--- src/rtl/ht_mc_front.sv ---
// Multi-channel front end for the hash engine: round-robin command arbitration,
// in-order result routing through a tag FIFO, and table-clear sequencing.
module ht_mc_front #(
    parameter int CHANNELS  = 4,
    parameter int CMD_W     = 64,
    parameter int RES_W     = 64,
    parameter int TAG_DEPTH = 16
) (
    input  logic                      clk_i,
    input  logic                      rst_i,
    input  logic [CHANNELS*CMD_W-1:0] cmd_i,
    input  logic [CHANNELS-1:0]       cmd_valid_i,
    output logic [CHANNELS-1:0]       cmd_ready_o,
    output logic [CMD_W-1:0]          eng_cmd_o,
    output logic                      eng_valid_o,
    input  logic                      eng_ready_i,
    input  logic [RES_W-1:0]          eng_res_i,
    input  logic                      eng_res_valid_i,
    output logic                      eng_res_ready_o,
    output logic [RES_W-1:0]          res_o,
    output logic [CHANNELS-1:0]       res_valid_o,
    input  logic [CHANNELS-1:0]       res_ready_i,
    input  logic                      clear_req_i,
    output logic                      head_clear_run_o,
    output logic                      data_clear_run_o,
    input  logic                      head_clear_done_i,
    input  logic                      data_clear_done_i,
    output logic                      init_done_o,
    output logic                      orphan_err_o
);
    localparam int IDX_W = $clog2(CHANNELS);
    localparam int PTR_W = $clog2(TAG_DEPTH);
    localparam int CNT_W = PTR_W + 1;

    typedef enum logic [1:0] {
        ST_START = 2'd0,
        ST_CLEAR = 2'd1,
        ST_DRAIN = 2'd2,
        ST_RUN   = 2'd3
    } state_t;

    state_t             r_state;
    state_t             w_state_nxt;
    logic [IDX_W-1:0]   r_rr;
    logic [IDX_W-1:0]   r_tag_mem [TAG_DEPTH];
    logic [PTR_W-1:0]   r_wr_ptr;
    logic [PTR_W-1:0]   r_rd_ptr;
    logic [CNT_W-1:0]   r_count;
    logic               r_head_done;
    logic               r_data_done;
    logic               r_clear_run;
    logic               r_eng_valid;
    logic [CMD_W-1:0]   r_eng_cmd;
    logic               r_orphan;

    logic               w_fifo_full;
    logic               w_fifo_empty;
    logic [IDX_W-1:0]   w_head;
    logic               w_grant_ok;
    logic               w_hi_found;
    logic               w_lo_found;
    logic [IDX_W-1:0]   w_hi_idx;
    logic [IDX_W-1:0]   w_lo_idx;
    logic [IDX_W-1:0]   w_gnt_idx;
    logic               w_accept;
    logic [IDX_W-1:0]   w_rr_nxt;
    logic               w_pop;
    logic               w_enter_clear;
    logic [CHANNELS-1:0] w_cmd_ready;
    logic [CHANNELS-1:0] w_res_valid;

    assign w_fifo_full  = (r_count == CNT_W'(TAG_DEPTH));
    assign w_fifo_empty = (r_count == {CNT_W{1'b0}});
    assign w_head       = r_tag_mem[r_rd_ptr];
    assign w_grant_ok   = (r_state == ST_RUN) && (!r_eng_valid || eng_ready_i) && !w_fifo_full;

    // Round-robin search: lowest valid index at or above rr, else lowest valid overall.
    always_comb begin
        w_hi_found = 1'b0;
        w_lo_found = 1'b0;
        w_hi_idx   = {IDX_W{1'b0}};
        w_lo_idx   = {IDX_W{1'b0}};
        for (int j = CHANNELS - 1; j >= 0; j--) begin
            w_lo_found = w_lo_found | cmd_valid_i[j];
            w_lo_idx   = cmd_valid_i[j] ? IDX_W'(j) : w_lo_idx;
            w_hi_found = w_hi_found | (cmd_valid_i[j] && (IDX_W'(j) >= r_rr));
            w_hi_idx   = (cmd_valid_i[j] && (IDX_W'(j) >= r_rr)) ? IDX_W'(j) : w_hi_idx;
        end
    end

    assign w_gnt_idx = w_hi_found ? w_hi_idx : w_lo_idx;
    assign w_accept  = w_grant_ok && w_lo_found;
    assign w_rr_nxt  = (w_gnt_idx == IDX_W'(CHANNELS - 1)) ? {IDX_W{1'b0}} : (w_gnt_idx + IDX_W'(1));
    assign w_pop     = eng_res_valid_i && !w_fifo_empty && res_ready_i[w_head];

    always_comb begin
        w_cmd_ready = {CHANNELS{1'b0}};
        w_res_valid = {CHANNELS{1'b0}};
        if (w_accept) begin
            w_cmd_ready[w_gnt_idx] = 1'b1;
        end else begin
            w_cmd_ready = {CHANNELS{1'b0}};
        end
        if (eng_res_valid_i && !w_fifo_empty) begin
            w_res_valid[w_head] = 1'b1;
        end else begin
            w_res_valid = {CHANNELS{1'b0}};
        end
    end

    assign cmd_ready_o      = w_cmd_ready;
    assign res_valid_o      = w_res_valid;
    assign res_o            = eng_res_i;
    assign eng_res_ready_o  = w_fifo_empty ? 1'b1 : res_ready_i[w_head];
    assign eng_cmd_o        = r_eng_cmd;
    assign eng_valid_o      = r_eng_valid;
    assign head_clear_run_o = r_clear_run;
    assign data_clear_run_o = r_clear_run;
    assign init_done_o      = (r_state == ST_RUN);
    assign orphan_err_o     = r_orphan;

    always_comb begin
        w_state_nxt = r_state;
        case (r_state)
            ST_START: w_state_nxt = ST_CLEAR;
            ST_CLEAR: begin
                if ((r_head_done || head_clear_done_i) && (r_data_done || data_clear_done_i)) begin
                    w_state_nxt = ST_RUN;
                end else begin
                    w_state_nxt = ST_CLEAR;
                end
            end
            ST_RUN:   w_state_nxt = clear_req_i ? ST_DRAIN : ST_RUN;
            ST_DRAIN: w_state_nxt = (w_fifo_empty && !r_eng_valid) ? ST_CLEAR : ST_DRAIN;
            default:  w_state_nxt = ST_START;
        endcase
    end

    assign w_enter_clear = (w_state_nxt == ST_CLEAR) && (r_state != ST_CLEAR);

    // Sequencer state, clear-start pulse and sticky done flags.
    always_ff @(posedge clk_i or posedge rst_i) begin
        if (rst_i) begin
            r_state     <= ST_START;
            r_clear_run <= 1'b0;
            r_head_done <= 1'b0;
            r_data_done <= 1'b0;
        end else begin
            r_state     <= w_state_nxt;
            r_clear_run <= w_enter_clear;
            if (w_enter_clear) begin
                r_head_done <= 1'b0;
                r_data_done <= 1'b0;
            end else if (r_state == ST_CLEAR) begin
                r_head_done <= r_head_done | head_clear_done_i;
                r_data_done <= r_data_done | data_clear_done_i;
            end else begin
                r_head_done <= r_head_done;
                r_data_done <= r_data_done;
            end
        end
    end

    // Engine command register, arbitration pointer, tag FIFO control and orphan flag.
    always_ff @(posedge clk_i or posedge rst_i) begin
        if (rst_i) begin
            r_eng_valid <= 1'b0;
            r_eng_cmd   <= {CMD_W{1'b0}};
            r_rr        <= {IDX_W{1'b0}};
            r_wr_ptr    <= {PTR_W{1'b0}};
            r_rd_ptr    <= {PTR_W{1'b0}};
            r_count     <= {CNT_W{1'b0}};
            r_orphan    <= 1'b0;
        end else begin
            if (w_accept) begin
                r_eng_valid <= 1'b1;
                r_eng_cmd   <= cmd_i[int'(w_gnt_idx)*CMD_W +: CMD_W];
                r_rr        <= w_rr_nxt;
                r_wr_ptr    <= r_wr_ptr + PTR_W'(1);
            end else if (eng_ready_i) begin
                r_eng_valid <= 1'b0;
            end
            if (w_pop) begin
                r_rd_ptr <= r_rd_ptr + PTR_W'(1);
            end
            case ({w_accept, w_pop})
                2'b10:   r_count <= r_count + CNT_W'(1);
                2'b01:   r_count <= r_count - CNT_W'(1);
                default: r_count <= r_count;
            endcase
            if (eng_res_valid_i && w_fifo_empty) begin
                r_orphan <= 1'b1;
            end
        end
    end

    // Tag storage needs no reset; validity is tracked by the pointers and count.
    always_ff @(posedge clk_i) begin
        if (w_accept) begin
            r_tag_mem[r_wr_ptr] <= w_gnt_idx;
        end
    end

endmodule

--- config.mk ---
export PLATFORM = sky130hd
export DESIGN_NAME = ht_mc_front
export DESIGN_NICKNAME = d
export VERILOG_FILES = /design/src/rtl/ht_mc_front.sv
export SDC_FILE = /design/constraint.sdc
export NUM_CORES = 1
export LEC_CHECK = 0
export ABC_AREA = 1
export CORE_AREA = 2 2 184 186
export DETAILED_ROUTE_END_ITERATION = 12
export DIE_AREA = 0 0 186 188
export PLACE_DENSITY_LB_ADDON = 0.08
export SLEW_MARGIN = 10
export SYNTH_ARGS = -nofsm -noshare
export SYNTH_HDL_FRONTEND = slang
export SYNTH_SLANG_ARGS = --single-unit
--- constraint.sdc ---
create_clock -name clk_i -period 4.7 [get_ports clk_i]
set_input_delay 0.705 -clock clk_i [delete_from_list [all_inputs] [get_ports clk_i]]
set_output_delay 0.705 -clock clk_i [all_outputs]
set_load 0.005 [all_outputs]
==> summary.txt, run 1 <==
Die Area: 35000 um^2
Ys Warns: 0
CTS sink cnt: 118
Mapped Cells: 1077
crit path kind: input pin to primary output
Buf/Inv on CP: 5
Crit. path cell count: 11
pin count of the biggest net entering global routing: 209
die width: 186 um
dominant synthesized flop cell: dfrtp_1
Synth area leader: dfrtp_1
Core ar.: 33100 um^2
CTS tree: built
Tcrit/Tclk final: 78.1%
PD cells: 579 nW/um^2
placed wire-length estimate: 23.6 mm
root buf cell: clkbuf_16
Area Overhead vs Synth: 48.7%
Synth Cell Area: 8010 um^2
Critical Path RT: 3.99 ns
vias in the first global route: 7743
gpl congestion: 0.800
IO Port Bufs: 348
max-cap viol count: 0
post-CTS sizing: 0
Crit-path slowest cell: clkdlybuf4s50_1
min cycle time layout: 3.67 ns
Finished Core Util: 36.0%
height of the die: 188 um
Iter 0 DRT Violations: 347
sequential area share after synthesis: 38.9%
top-area cell type share of the netlist area: 26.9%
latest clock arrival within the worst-skew pair: 0.42 ns
Non-Filler Instances: 1798
register clock-pin slew on the reported worst setup and hold paths: 0.06 ns
post-CTS setup-driven buffer insertion count: 0
Slew headroom: 31.6%
Num CTS Buffers: 17
count leader, synth: nand2_1
Hold Vio Cnt, Final: 0
RSZ-0062 raised after global routing: no
H-tree depth: 4
number of flops mapped to enable cells by yosys: 32
Initial Utilization: 24.2%
post-synthesis cell type count: 34
Antenna Violating Nets Remaining: 0
total congestion overflow: 0
DR WL/cell: 17.4 um
drt total wl: 31.3 mm
critical path, cell by cell: clkdlybuf4s50_1 > inv_1 > a21oi_2 > nor2_2 > nand2_1 > nand3_4 > inv_1 > ha_1 > inv_1 > nor2_1 > clkdlybuf4s50_1
Worst Reg2Reg Path Length in Cells: 21
share of layout cells above drive strength 1: 8.66%
total track usage: 18.0%
Cell Rows: 67
fin nets: 1674
R2R Setup Slk: 1.47 ns
initial antenna violation count: 20
data arrival time of the worst path: 2.96 ns
hold buffers post-CTS: 0
DRC Markers: 0
total negative slack: 0 ns
Post-synth top cells: nand2_1 (266), o21ai_1 (128), inv_1 (110)
asr flop ratio synth: 72.9%
top post-synthesis cells by area: dfrtp_1 (27%), nand2_1 (12%), edfxtp_1 (12%)
Synth Register Bits: 118
Cell Area, Placed: 11300 um^2
Power Total: 6.89 mW
syn_area_per_cell: 7.44 um^2
first-pass GRT wire length: 46.9 mm
Placed Cells: 1755
Crit path largest cell delay: 0.52 ns
Max Freq: 273 MHz
routed vias: 7640
Final Skew: 0.0151 ns
type of element capturing the critical path: primary output
clock buffer depth: 2
most used cell, CP: inv_1
Worst Hold Class: flip-flop to flip-flop
CP max FO: 18
Syn Nets: 1425
final setup violating endpoints: 0
worst slew pin tran: 1.03 ns
status: finished clean
drt first pass iters: 5
hold path depth: 2
startpoint types: input pin
max-slew violations: 0
leakage: 5.17 nW
Top delay family on crit path: buffers and inverters
num ports: 477
VDD IR max: 0.459 mV
vias per cell: 4.25
Final Cell Area: 11900 um^2
## kinds of logic after synthesis
| family | share of synthesized area, % |
|---|---|
| AO/OA/AOI/OAI | 19.6 |
| XOR/XNOR | 0.984 |
| adder cells (fa/ha/maj) | 2.03 |
| buffers and inverters | 16.6 |
| flip-flops | 38.9 |
| AND/OR/NAND/NOR | 22.0 |
## worst register-to-register path: stages (launching register included)
cell and delay (ns):
dfrtp_1 0.59, buf_4 0.27, nand2_1 0.07, nand3_1 0.10
nand3_1 0.11, nand3_1 0.18, nand2_2 0.12, nand2_1 0.08
nand2_2 0.06, nand2_4 0.09, nand3_4 0.10, inv_1 0.10
ha_1 0.23, xor2_1 0.22, ha_1 0.18, inv_1 0.04
nand2_1 0.09, nand3_1 0.08, o211ai_1 0.12, a21oi_1 0.08
o21ai_0 0.10, xor2_1 0.16
## final cells by class
cell class	count	area, um^2
well taps	448	561
multi-input cells	718	3590
flip-flops and latches	118	3110
fillers	3472	21200
clock buffers	21	514
diodes	11	27.5
inverters	114	433
repair buffers	357	3560
clock inverters	11	108
## per-layer routing
layer / vias to the layer above / global-route usage [%] / share of wire [%]
met5: - / 0 / 0.43
met4: 20 / 5.97 / 2.5
met3: 52 / 7.85 / 8.8
met2: 233 / 29.6 / 48
met1: 3419 / 21.0 / 41
li1: 3916 / - / -
## stage by stage
step,setup slack [ns],hold WS (ns)
6_report,1.03,0.478
5_1_grt,0.799,0.507
4_1_cts,0.975,0.482
3_5_place_dp,0.967,0.464
3_3_place_gp,0.977,0.462
2_1_floorplan,1.77,0.454
## sequential cells by signal (all words and copies together) (netlist names), 2 cells and up
signal / count
eng_cmd_o: 64
r_count: 5
r_rd_ptr: 4
r_rr: 2
r_state: 2
r_tag_mem: 32
r_wr_ptr: 4
## where the power goes
part	switching (mW)	internal, mW
sequential	0.291	1.49
combinational	2.17	1.58
clock	0.522	0.843
total	2.98	3.91
## cells in the final DEF, fill, tap and decap left out, types with 2 or more instances in the layout
cell type          n
edfxtp_1          32
nand3_1           32
inv_1            109
clkinv_4           3
ha_1              13
dfrtp_1           86
buf_4              8
clkdlybuf4s50_1  348
a21oi_1           17
inv_4              2
nor2_1            94
nor3_1             5
nand2_1          266
inv_6              3
clkinv_2           2
nand2_4            2
o21ai_0           73
clkbuf_16         20
o21ai_1          128
diode_2           11
nand4_1            7
nand2_2            7
inv_2              3
a21oi_2           51
clkinvlp_4         2
nand3_4            3
nand3_2            3
xor2_1             8
## path summary, 6_finish.rpt
| check | to | startpoint |
|---|---|---|
| max | cmd_ready_o[3] | cmd_valid_i[2] |
| min in group asynchronous | eng_cmd_o[49] | rst_i |
| min reg2reg | eng_cmd_o[11] | eng_cmd_o[11] |
| max in group asynchronous | eng_cmd_o[32] | rst_i |
| min | eng_cmd_o[11] | eng_cmd_o[11] |
| max reg2reg | r_count[4] | r_rd_ptr[0] |
Note: power is estimated with default switching activity, not from simulation.
==> run 2, diff against run 1 <==
--- a/config.mk
+++ b/config.mk
@@ -6,9 +6,9 @@
 export NUM_CORES = 1
 export LEC_CHECK = 0
 export ABC_AREA = 1
-export CORE_AREA = 2 2 184 186
+export CORE_AREA = 2 2 185 187
 export DETAILED_ROUTE_END_ITERATION = 12
-export DIE_AREA = 0 0 186 188
+export DIE_AREA = 0 0 187 189
 export PLACE_DENSITY_LB_ADDON = 0.08
 export SLEW_MARGIN = 10
 export SYNTH_ARGS = -nofsm -noshare
==> constraint.sdc (replaced) <==
create_clock -name clk_i -period 3.8 [get_ports clk_i]
set_input_delay 0.57 -clock clk_i [delete_from_list [all_inputs] [get_ports clk_i]]
set_output_delay 0.57 -clock clk_i [all_outputs]
set_load 0.005 [all_outputs]
==> summary.txt, run 2 (same netlist as run 1, synthesis figures left out) <==
status: finished clean
Cell Int Power: 4.81 mW
most common cell after layout, fill and taps aside: clkdlybuf4s50_1
Finished Core Util: 35.7%
Hold Vio Cnt, Final: 0
total congestion overflow: 0
pin count of the biggest net entering global routing: 158
hold buffers post-CTS: 0
fin nets: 1676
CTS tree: built
CTS sink cnt: 118
die width: 187 um
placed wire-length estimate: 23.6 mm
switching power of the nets: 3.63 mW
H-tree depth: 4
post-CTS sizing: 0
Sequential Power Share: 25.7%
Final Skew: 0.0117 ns
Tcrit/Tclk final: 81.5%
crit path kind: flip-flop to primary output
Crit path largest cell delay: 0.53 ns
clock network power share: 18.6%
clock buffer depth: 2
CP max FO: 11
routed vias: 7694
register clock-pin slew on the reported worst setup and hold paths: 0.06 ns
Critical Path RT: 3.23 ns
Max Freq: 323 MHz
height of the die: 189 um
share of layout cells above drive strength 1: 8.51%
IO Port Bufs: 348
R2R Setup Slk: 0.80 ns
vias in the first global route: 7755
max FFs per register: 64
drt first pass iters: 5
Switching Share: 43.0%
PD cells: 710 nW/um^2
latest clock arrival within the worst-skew pair: 0.41 ns
num ports: 477
DR WL/cell: 17.3 um
leakage: 5.16 nW
Num CTS Buffers: 17
most frequent cells in the layout: clkdlybuf4s50_1 (348), nand2_1 (266), o21ai_1 (128), inv_1 (109), nor2_1 (94)
min cycle time layout: 3.10 ns
post-CTS setup-driven buffer insertion count: 0
data arrival time of the worst path: 2.53 ns
Final Cell Area: 11900 um^2
final setup violating endpoints: 0
Logic pwr share: 55.7%
Initial Utilization: 24.1%
Crit-path slowest cell: dfrtp_1
startpoint types: flip-flop
Iter 0 DRT Violations: 357
Area Overhead vs Synth: 48.5%
total track usage: 17.4%
max-cap viol count: 0
Die Area: 35300 um^2
max-slew violations: 0
worst slew pin tran: 0.896 ns
drt total wl: 31.0 mm
Antenna Violating Nets Remaining: 0
DRC Markers: 0
hold path depth: 1
initial antenna violation count: 12
Slew headroom: 40.3%
vias per cell: 4.28
Core ar.: 33300 um^2
most used cell, CP: nand2_1
VDD IR max: 0.483 mV
gpl congestion: 0.828
RSZ-0062 raised after global routing: no
total negative slack: 0 ns
type of element capturing the critical path: primary output
Cell Area, Placed: 11300 um^2
first-pass GRT wire length: 46.6 mm
Worst Hold Class: flip-flop to flip-flop
Worst Reg2Reg Path Length in Cells: 21
Cell Rows: 67
root buf cell: clkbuf_16
critical path, cell by cell: buf_4 > nand2_1 > nand3_1 > nand3_1 > nand3_1 > nand2_2 > nand2_1 > nand2_2 > nand2_4 > nand2_1 > nand2_1 > clkdlybuf4s50_1
==> run 2: cell types whose count changed in the layout (fill, tap and decap cells not counted) <==
cell	change
clkbuf_1	+3
clkbuf_16	-3
diode_2	-3
inv_6	-3
buf_12	+2
clkinv_2	+2
clkinv_4	-2
bufinv_16	+1
clkbuf_8	+1
==> run 2: power groups by stage <==
stage                     logic (mW)  registers [mW]  clock network, mW
after floorplan                 2.99            2.13                  0
after global placement          4.81            2.18                  0
after detailed placement        4.80            2.17                  0
after CTS                       4.81            2.17               1.62
after global routing            5.30            2.23               1.68
final                           4.71            2.17               1.57
==> run 2: path summary, 6_finish.rpt <==
| kind | start | endpoint |
|---|---|---|
| worst max-delay path | r_rd_ptr[0] | eng_res_ready_o |
| worst min-delay path | orphan_err_o | orphan_err_o |
| worst max register to register | r_rd_ptr[0] | r_count[4] |
| worst min register to register | orphan_err_o | orphan_err_o |
| max in group asynchronous | rst_i | r_rd_ptr[0] |
| min in group asynchronous | rst_i | eng_cmd_o[33] |
==> run 2: per-stage QoR <==
stage | hold WS [ns] | std cells | power, mW | worst slack (ns)
floorplan | 0.454 | 1077 | 5.12 | 1.01
global placement | 0.458 | 1757 | 7.00 | 0.773
detailed placement | 0.460 | 1757 | 6.98 | 0.750
CTS | 0.472 | 1788 | 8.61 | 0.659
global route | 0.490 | 1789 | 9.21 | 0.470
finish | 0.466 | 1796 | 8.44 | 0.703
==> run 2: area by class of cell <==
type | instances | area, um^2
Multi-Input combinational cell | 718 | 3590
Timing Repair Buffer | 359 | 3600
Sequential cell | 118 | 3110
Antenna cell | 8 | 20.0
Inverter | 114 | 433
Clock inverter | 9 | 104
Fill cell | 3535 | 21400
Tap cell | 448 | 561
Clock buffer | 22 | 464
==> run 2: layer usage <==
layer  share of wire [%]  global-route usage (%)  vias to the layer above
met2                  47                    28.6                      249
li1                    -                       -                     3920
met3                 9.2                    7.67                       47
met4                 2.9                    6.50                        8
met5                0.21                   0.549                        -
met1                  41                    19.9                     3470
==> run 2: worst max-delay path: cells and delay by family (launching register included) <==
kind	cells	cell delay, ns
buffers and inverters	2	0.75
DFF	1	0.53
and+or+nand+nor	10	0.84
==> run 3, diff against run 2 <==
==> constraint.sdc (replaced) <==
create_clock -name clk_i -period 3.1 [get_ports clk_i]
set_input_delay 0.465 -clock clk_i [delete_from_list [all_inputs] [get_ports clk_i]]
set_output_delay 0.465 -clock clk_i [all_outputs]
set_load 0.005 [all_outputs]
==> summary.txt, run 3 (same netlist as run 1, synthesis figures left out) <==
CTS tree: built
worst slew pin tran: 0.768 ns
Final Skew: 0.0146 ns
total congestion overflow: 0
DR WL/cell: 17.6 um
status: finished clean
Sequential Power Share: 24.6%
Multi-input gate area: 3600 um^2
die width: 187 um
min cycle time layout: 2.91 ns
latest clock arrival within the worst-skew pair: 0.42 ns
switching power of the nets: 4.62 mW
Num CTS Buffers: 17
Cell Area, Placed: 11500 um^2
startpoint types: flip-flop
Fill cells: 3524
Worst Hold Class: input pin to async pin
clock network power share: 19.3%
Final Cell Area: 12100 um^2
Cell Rows: 67
drt total wl: 31.8 mm
vias in the first global route: 7849
final setup violating endpoints: 0
VDD IR max: 0.537 mV
Area Overhead vs Synth: 51.2%
max-slew violations: 0
fin nets: 1691
gpl congestion: 0.815
Switching Share: 42.8%
Cell Int Power: 6.17 mW
data arrival time of the worst path: 2.44 ns
Critical Path RT: 2.63 ns
Max Freq: 344 MHz
Antenna Violating Nets Remaining: 0
Iter 0 DRT Violations: 437
most common cell after layout, fill and taps aside: clkdlybuf4s50_1
drt first pass iters: 4
hold buffers post-CTS: 0
leakage: 5.28 nW
clock buffer depth: 2
type of element capturing the critical path: primary output
num ports: 477
crit path kind: flip-flop to primary output
Initial Utilization: 24.1%
share of layout cells above drive strength 1: 9.88%
setup ws final: 0.192 ns
Tcrit/Tclk final: 93.8%
PD cells: 891 nW/um^2
Die Area: 35300 um^2
Hold Vio Cnt, Final: 0
CP max FO: 17
pre-CTS setup slack: 0.247 ns
initial antenna violation count: 14
Logic pwr share: 56.2%
Slew headroom: 48.8%
most frequent cells in the layout: clkdlybuf4s50_1 (348), nand2_1 (265), o21ai_1 (128), inv_1 (109), nor2_1 (94)
Power Total: 10.8 mW
DRC Markers: 0
total negative slack: 0 ns
vias per cell: 4.29
first-pass GRT wire length: 47.9 mm
Reg area: 3110 um^2
CTS sink cnt: 118
total track usage: 17.9%
height of the die: 189 um
register clock-pin slew on the reported worst setup and hold paths: 0.06 ns
pin count of the biggest net entering global routing: 85
H-tree depth: 4
IO Port Bufs: 348
routed vias: 7765
max-cap viol count: 0
Finished Core Util: 36.4%
placed wire-length estimate: 24.5 mm
max FFs per register: 64
root buf cell: clkbuf_16
RSZ-0062 raised after global routing: no
Core ar.: 33300 um^2
-- run 3: final timing paths --
kind	from	to	slack (ns)	depth (start not counted)
worst min register to register	orphan_err_o	orphan_err_o	0.46	1
max in group asynchronous	rst_i	r_rd_ptr[2]	1.97	3
worst min-delay path	rst_i	eng_cmd_o[46]	0.41	2
min in group clk_i	orphan_err_o	orphan_err_o	0.46	1
worst max-delay path	r_rd_ptr[0]	eng_res_ready_o	0.19	13
worst max register to register	r_rd_ptr[0]	r_count[4]	0.30	21
-- run 3: per-layer routing --
layer	global-route usage (%)	up-vias	share of wire, %
li1	-	3942	-
met1	20.1	3532	40
met2	30.8	240	49
met3	7.54	39	9.0
met4	5.46	12	2.0
met5	0	-	0.23
-- run 3: critical path, cell delays in order, from the launching register on --
cell             delay (ns)
dfrtp_1                0.43
inv_4                  0.18
nand2_1                0.07
nand3_1                0.07
nand3_1                0.08
nand3_1                0.15
nand2_2                0.09
nand2_1                0.08
nand2_2                0.06
nand2_4                0.07
buf_4                  0.13
nand2_1                0.06
nand2_1                0.06
clkdlybuf4s50_1        0.50
-- run 3: final cells by class --
cell class	count	share of cell area [%]
Timing Repair Buffer	374	31.2
Antenna cell	6	0.124
Tap cell	448	4.63
Clock buffer	20	3.95
Multi-Input combinational cell	718	29.7
Clock inverter	12	1.14
Sequential cell	118	25.7
Inverter	114	3.57
-- run 3: repair_timing --
item,CTS,global route
hold endpoints to repair,0,0
setup endpoints to repair,0,2
gates resized for setup,0,1
buffers inserted,0,2
-- run 3: stage by stage --
stage / cells / hold slack (ns)
floorplan: 1077 / 0.454
global placement: 1770 / 0.457
detailed placement: 1770 / 0.457
CTS: 1802 / 0.439
global route: 1804 / 0.445
finish: 1810 / 0.414
-- run 3: power groups by stage --
stage / combinational (mW) / clock, mW / sequential (mW)
2_1_floorplan: 3.67 / 0 / 2.61
3_3_place_gp: 6.17 / 0 / 2.67
3_5_place_dp: 6.18 / 0 / 2.66
4_1_cts: 6.19 / 2.13 / 2.66
5_1_grt: 6.79 / 2.22 / 2.73
6_report: 6.06 / 2.08 / 2.65
